**config.mk**
```make
export PLATFORM = sky130hd
export DESIGN_NAME = ex_operand_stage
export DESIGN_NICKNAME = d
export VERILOG_FILES = /design/src/rtl/mips_pkg.sv /design/src/rtl/fwd_mux.sv /design/src/rtl/ex_operand_stage.sv
export SDC_FILE = /design/constraint.sdc
export NUM_CORES = 1
export LEC_CHECK = 0
export ABC_AREA = 1
export CAP_MARGIN = 20
export CORE_ASPECT_RATIO = 0.7
export CORE_MARGIN = 2
export CORE_UTILIZATION = 40
export CTS_CLUSTER_SIZE = 16
export DETAILED_ROUTE_END_ITERATION = 10
export PLACE_DENSITY = 0.77
export SLEW_MARGIN = 30
export SYNTH_ARGS = -nofsm -noshare
export SYNTH_HDL_FRONTEND = slang
export SYNTH_HIERARCHICAL = 1
export SYNTH_SLANG_ARGS = --single-unit
export TNS_END_PERCENT = 5
```
**constraint.sdc**
```tcl
create_clock -name clk_i -period 1.4 [get_ports clk_i]
set_clock_uncertainty 0.05 [all_clocks]
set_input_delay 0.21 -clock clk_i [delete_from_list [all_inputs] [get_ports clk_i]]
set_output_delay 0.21 -clock clk_i [all_outputs]
set_load 0.01 [all_outputs]
```
**src/rtl/mips_pkg.sv**
```systemverilog
// mips_pkg -- shared types for the MIPS execute path.
//   reg_addr_t : 5-bit architectural register index
//   alu_op_e   : ALU opcode carried on alu_control
//   op_sel_e   : ALU operand source select
//   fwd_hit()  : forwarding match test (never matches register 0)
package mips_pkg;

  typedef logic [4:0] reg_addr_t;

  typedef enum logic [2:0] {
    ALU_AND = 3'd0,
    ALU_OR  = 3'd1,
    ALU_ADD = 3'd2,
    ALU_SLL = 3'd3,
    ALU_SRL = 3'd4,
    ALU_SRA = 3'd5,
    ALU_SUB = 3'd6,
    ALU_SLT = 3'd7
  } alu_op_e;

  typedef enum logic [1:0] {
    OP_RS_RT    = 2'b00,  // a=rs, b=rt
    OP_RS_IMM   = 2'b01,  // a=rs, b=imm
    OP_RT_SHAMT = 2'b10,  // a=rt, b=shamt (shifts)
    OP_ZERO_IMM = 2'b11   // a=0,  b=imm  (lui-style)
  } op_sel_e;

  // Source operands resolved by the forwarding muxes.
  localparam int NUM_SRC = 2;
  localparam int SRC_RS  = 0;
  localparam int SRC_RT  = 1;

  // $zero is hard-wired, so a write to it must never be forwarded.
  function automatic logic fwd_hit(input logic      we,
                                   input reg_addr_t wr_addr,
                                   input reg_addr_t src_addr);
    return we && (wr_addr != '0) && (wr_addr == src_addr);
  endfunction

endpackage

```
**src/rtl/fwd_mux.sv**
```systemverilog
// fwd_mux -- resolves one registered source operand against the EX/MEM and
// WB write ports. EX/MEM is younger and wins over WB.
// Macro EX_OPERAND_FORWARD_EN: when undefined the forward inputs are ignored
// and the registered value passes straight through.
// Ports:
//   src_addr, reg_data             : registered source index / value
//   exm_we, exm_addr, exm_data     : EX/MEM write port
//   wb_we,  wb_addr,  wb_data      : WB write port
//   data                           : resolved operand
module fwd_mux
  import mips_pkg::*;
#(
  parameter int Width = 32
) (
  input  reg_addr_t        src_addr,
  input  logic [Width-1:0] reg_data,
  input  logic             exm_we,
  input  reg_addr_t        exm_addr,
  input  logic [Width-1:0] exm_data,
  input  logic             wb_we,
  input  reg_addr_t        wb_addr,
  input  logic [Width-1:0] wb_data,
  output logic [Width-1:0] data
);

`ifdef EX_OPERAND_FORWARD_EN
  always_comb begin
    data = reg_data;
    if (fwd_hit(exm_we, exm_addr, src_addr))
      data = exm_data;
    else if (fwd_hit(wb_we, wb_addr, src_addr))
      data = wb_data;
  end
`else
  assign data = reg_data;

  // Forward ports stay on the interface but carry no meaning in this build.
  logic unused_fwd;
  assign unused_fwd = ^{src_addr, exm_we, exm_addr, exm_data,
                        wb_we, wb_addr, wb_data};
`endif

endmodule

```
**src/rtl/ex_operand_stage.sv**
```systemverilog
// ex_operand_stage -- one-entry ID/EX register with ready/valid handshake,
// operand forwarding and ALU operand selection.
// Macro EX_OPERAND_FORWARD_EN enables EX/MEM and WB forwarding of rs/rt.
// Ports:
//   clk_i, rst_i                    : clock, synchronous active-high reset
//   in_valid_i / in_ready_o         : decode-side handshake
//   rs/rt_data_i, imm_i, shamt_i    : operand sources
//   rs/rt/rd_addr_i                 : register indices
//   alu_control_i, op_sel_i         : ALU opcode and operand select
//   flush_i                         : drop held and incoming bundle
//   exm_*, wb_*                     : forward sources
//   out_valid_o / out_ready_i       : ALU-side handshake
//   a_o, b_o, alu_control_o, rd_addr_o : ALU operands / control
module ex_operand_stage
  import mips_pkg::*;
#(
  parameter int Width = 32
) (
  input  logic             clk_i,
  input  logic             rst_i,
  input  logic             in_valid_i,
  output logic             in_ready_o,
  input  logic [Width-1:0] rs_data_i,
  input  logic [Width-1:0] rt_data_i,
  input  logic [Width-1:0] imm_i,
  input  logic [4:0]       shamt_i,
  input  logic [4:0]       rs_addr_i,
  input  logic [4:0]       rt_addr_i,
  input  logic [4:0]       rd_addr_i,
  input  logic [2:0]       alu_control_i,
  input  logic [1:0]       op_sel_i,
  input  logic             flush_i,
  input  logic             exm_we_i,
  input  logic [4:0]       exm_addr_i,
  input  logic [Width-1:0] exm_data_i,
  input  logic             wb_we_i,
  input  logic [4:0]       wb_addr_i,
  input  logic [Width-1:0] wb_data_i,
  output logic             out_valid_o,
  input  logic             out_ready_i,
  output logic [Width-1:0] a_o,
  output logic [Width-1:0] b_o,
  output logic [2:0]       alu_control_o,
  output logic [4:0]       rd_addr_o
);

  typedef struct packed {
    logic [Width-1:0] rs_data;
    logic [Width-1:0] rt_data;
    logic [Width-1:0] imm;
    logic [4:0]       shamt;
    reg_addr_t        rs_addr;
    reg_addr_t        rt_addr;
    reg_addr_t        rd_addr;
    alu_op_e          alu_op;
    op_sel_e          op_sel;
  } bundle_t;

  bundle_t bnd_d, bnd_q;
  logic    vld_q;
  logic    accept, load;

  assign in_ready_o = !vld_q || out_ready_i;
  assign accept     = in_valid_i && in_ready_o;
  // Flush also kills the bundle arriving this cycle.
  assign load       = accept && !flush_i;

  always_comb begin
    bnd_d         = '0;
    bnd_d.rs_data = rs_data_i;
    bnd_d.rt_data = rt_data_i;
    bnd_d.imm     = imm_i;
    bnd_d.shamt   = shamt_i;
    bnd_d.rs_addr = rs_addr_i;
    bnd_d.rt_addr = rt_addr_i;
    bnd_d.rd_addr = rd_addr_i;
    bnd_d.alu_op  = alu_op_e'(alu_control_i);
    bnd_d.op_sel  = op_sel_e'(op_sel_i);
  end

  always_ff @(posedge clk_i) begin
    if (rst_i) begin
      vld_q <= 1'b0;
      bnd_q <= '0;
    end else begin
      if (flush_i)          vld_q <= 1'b0;
      else if (accept)      vld_q <= 1'b1;
      else if (out_ready_i) vld_q <= 1'b0;
      // Fields only move on a real capture, so a stall holds them.
      if (load) bnd_q <= bnd_d;
    end
  end

  assign out_valid_o = vld_q;

  // Forwarding: one mux per source operand.
  reg_addr_t [NUM_SRC-1:0]            src_addr;
  logic      [NUM_SRC-1:0][Width-1:0] src_data;
  logic      [NUM_SRC-1:0][Width-1:0] fwd_data;

  assign src_addr[SRC_RS] = bnd_q.rs_addr;
  assign src_addr[SRC_RT] = bnd_q.rt_addr;
  assign src_data[SRC_RS] = bnd_q.rs_data;
  assign src_data[SRC_RT] = bnd_q.rt_data;

  for (genvar g = 0; g < NUM_SRC; g++) begin : g_fwd
    fwd_mux #(.Width(Width)) u_fwd (
      .src_addr (src_addr[g]),
      .reg_data (src_data[g]),
      .exm_we   (exm_we_i),
      .exm_addr (exm_addr_i),
      .exm_data (exm_data_i),
      .wb_we    (wb_we_i),
      .wb_addr  (wb_addr_i),
      .wb_data  (wb_data_i),
      .data     (fwd_data[g])
    );
  end

  // Operand select.
  always_comb begin
    a_o = fwd_data[SRC_RS];
    b_o = fwd_data[SRC_RT];
    unique case (bnd_q.op_sel)
      OP_RS_RT: begin
        a_o = fwd_data[SRC_RS];
        b_o = fwd_data[SRC_RT];
      end
      OP_RS_IMM: begin
        a_o = fwd_data[SRC_RS];
        b_o = bnd_q.imm;
      end
      OP_RT_SHAMT: begin
        a_o = fwd_data[SRC_RT];
        b_o = {{(Width-5){1'b0}}, bnd_q.shamt};
      end
      OP_ZERO_IMM: begin
        a_o = '0;
        b_o = bnd_q.imm;
      end
      default: ;
    endcase
  end

  assign alu_control_o = bnd_q.alu_op;
  assign rd_addr_o     = bnd_q.rd_addr;

endmodule

```
==> results.py <==
metrics = {
    "outcome": {
        "outcome": "finished with violations",
        "violations": "negative setup slack",
    },
    "worst_setup_path": {
        "max_stage_delay_ns": 0.36,
        "path_cells": "buf_12, nor2_4, inv_4, buf_8, o21ai_2, buf_2",
        "arrival_ns": 1.43,
        "critical_path.endpoint_type": "primary output",
        "worstPathRequired_ns": 1.14,
        "cp_top_family": "buffers and inverters",
        "critPathKind": "flip-flop to primary output",
        "worst-path-buf-inv": 4,
        "start_kind": "flip-flop",
        "cp_slowest_cell": "dfxtp_4",
        "cp_max_fo": 12,
    },
    "die": {
        "dieArea_sq_mm": 0.0168,
        "die_w_um": 154,
        "io_pins": 276,
        "core_area_sq_mm": 0.0155,
        "start_util": 0.408,
        "num_rows": 38,
        "chipHeight_um": 109,
    },
    "timing": {
        "setup_viol": 64,
        "hold_viol_final": 0,
        "max_slew_margin": 0.746,
        "fin_crit_sh": 1.21,
        "slew_violations": 0,
        "rsz0062_at_grt": "true",
        "setup_slack_ns": -0.291,
        "min_period_ns": 1.69,
        "worst_slew_pin_slew_ns": 0.381,
        "fmax_mhz": 591,
    },
    "drt": {
        "drcViolationCount": 0,
        "drt_iter0_markers": 550,
        "first_pass_iters": 5,
        "routed_wl_mm": 19.4,
        "wl_per_cell_um": 14.9,
        "num_vias": 6361,
        "via_per_inst": 4.88,
        "ant_nets": 0,
    },
    "clock_tree": {
        "holdBufCountCts": 0,
        "cts_root_buf": "clkbuf_16",
        "numCtsBuffers": 9,
        "cts_num_sinks": 112,
        "clock_latency_ns": 0.33,
        "path_clk_slew_ns": 0.07,
        "cts_tree": "done",
        "clockBufferDepth": 2,
        "htree_levels": 3,
    },
    "placed_design": {
        "dp_hpwl_mm": 14.5,
        "placed_area_sq_mm": 0.00808,
        "io_buffers": 189,
        "gp_congestion": 0.886,
    },
    "global_route": {
        "grt_use_met3": 0.0982,
        "grt_pass1_wl_mm": 29.7,
        "grt.overflow.total": 0,
        "grt_most_used_layer": "met2",
        "grt_max_degree": 85,
        "met2_usage": 0.331,
        "grt_usage": 0.226,
        "grtUsageMet1": 0.310,
        "grt_pass1_vias": 5626,
        "antenna_found_initial": 8,
    },
    "final_layout": {
        "regArea_sq_mm": 0.00225,
        "multi_input_area_sq_mm": 0.00276,
        "drive_above_1_share": 0.157,
        "design_area_sq_mm": 0.00827,
        "fillers": 1517,
        "final_nets": 1296,
        "synthToLayoutAreaGrowth_pct": 31.2,
    },
    "pwr": {
        "power.density_mw_per_mm2": 956,
        "leakage_nw": 4.02,
        "power.total_w": 0.00791,
        "peakVddDrop_uv": 605,
    },
    "synthesis": {
        "synthCells": 998,
        "synthesis.area_sq_mm": 0.00630,
        "synthesis.nets": 1200,
        "ys.warnings.count": 6,
        "synth_area_per_cell_sq_um": 6.32,
    },
    "flow_run": {
        "max_cap_violations": 0,
    },
    "min_path": {
        "hold_path_class": "input pin to flip-flop",
    },
}
where the power goes:
group          leakage [nW]  internal, W  total (W)  switching (W)
logic                  2.95     0.000892    0.00186       0.000972
registers             0.925      0.00340    0.00353       0.000126
clock network         0.139      0.00129    0.00251        0.00122
total                  4.02      0.00559    0.00791        0.00232
per-layer routing:
layer	part of all wire	vias up
met2	0.42	248
met4	0.0098	6
met3	0.12	23
met5	0.0018	-
met1	0.45	2864
li1	-	3220
flip-flops by register name, indices dropped and copies added, names as in the netlist:
register	flops
bnd_q	103
rd_addr_o	5
alu_control_o	3
out_valid_o	1
metrics by stage:
| step | setup TNS, ns | worst slack [ns] | hold WS, ns | std cells | util |
|---|---|---|---|---|---|
| floorplan | -0.151 | -0.0151 | 0.237 | 998 | - |
| global placement | -41.47 | -0.409 | 0.411 | 1281 | 0.523 |
| detailed placement | -46.50 | -0.431 | 0.420 | 1281 | 0.523 |
| CTS | -14.06 | -0.304 | 0.420 | 1299 | 0.528 |
| global route | -17.77 | -0.369 | 0.422 | 1299 | 0.534 |
| finish | -13.20 | -0.291 | 0.424 | 1304 | 0.535 |
layout make-up:
| cell class | count | share of cell area |
|---|---|---|
| sequential | 112 | 0.272 |
| multi-input combinational | 589 | 0.333 |
| timing repair buffer | 235 | 0.261 |
| clock inverter | 5 | 0.00545 |
| tap | 200 | 0.0303 |
| clock buffer | 11 | 0.0293 |
| inverter | 147 | 0.0675 |
| antenna | 5 | 0.00151 |
cell usage in the layout (no fill, tap or decap), types with 24 or more instances in the layout:
cell	n
dfxtp_1	109
clkdlybuf4s50_1	115
o21ai_1	34
nand2_1	188
nand3_1	104
buf_2	63
nor2_1	111
a21oi_1	112
buf_4	24
inv_1	140
worst paths after layout:
check / cells past startpoint / slack (ns) / start / to
worst max register to register: 6 / 0.15 / out_valid_o$_SDFFE_PP0P_ / bnd_q[83]$_SDFFE_PP0P_
worst min register to register: 2 / 0.43 / rd_addr_o[1]$_SDFFE_PP0P_ / rd_addr_o[1]$_SDFFE_PP0P_
worst min-delay path: 2 / 0.42 / rst_i / out_valid_o$_SDFFE_PP0P_
worst max-delay path: 6 / -0.29 / bnd_q[0]$_SDFFE_PP0P_ / a_o[13]
what timing repair did:
action                     4_1_cts  5_1_grt
resized for setup              294       24
setup endpoints to repair       74       75
hold endpoints to repair         0        0
setup buffers                    1        0
pin swaps                        2        1
cloned                           1        0
No activity file was read; power rests on OpenSTA's default activity.
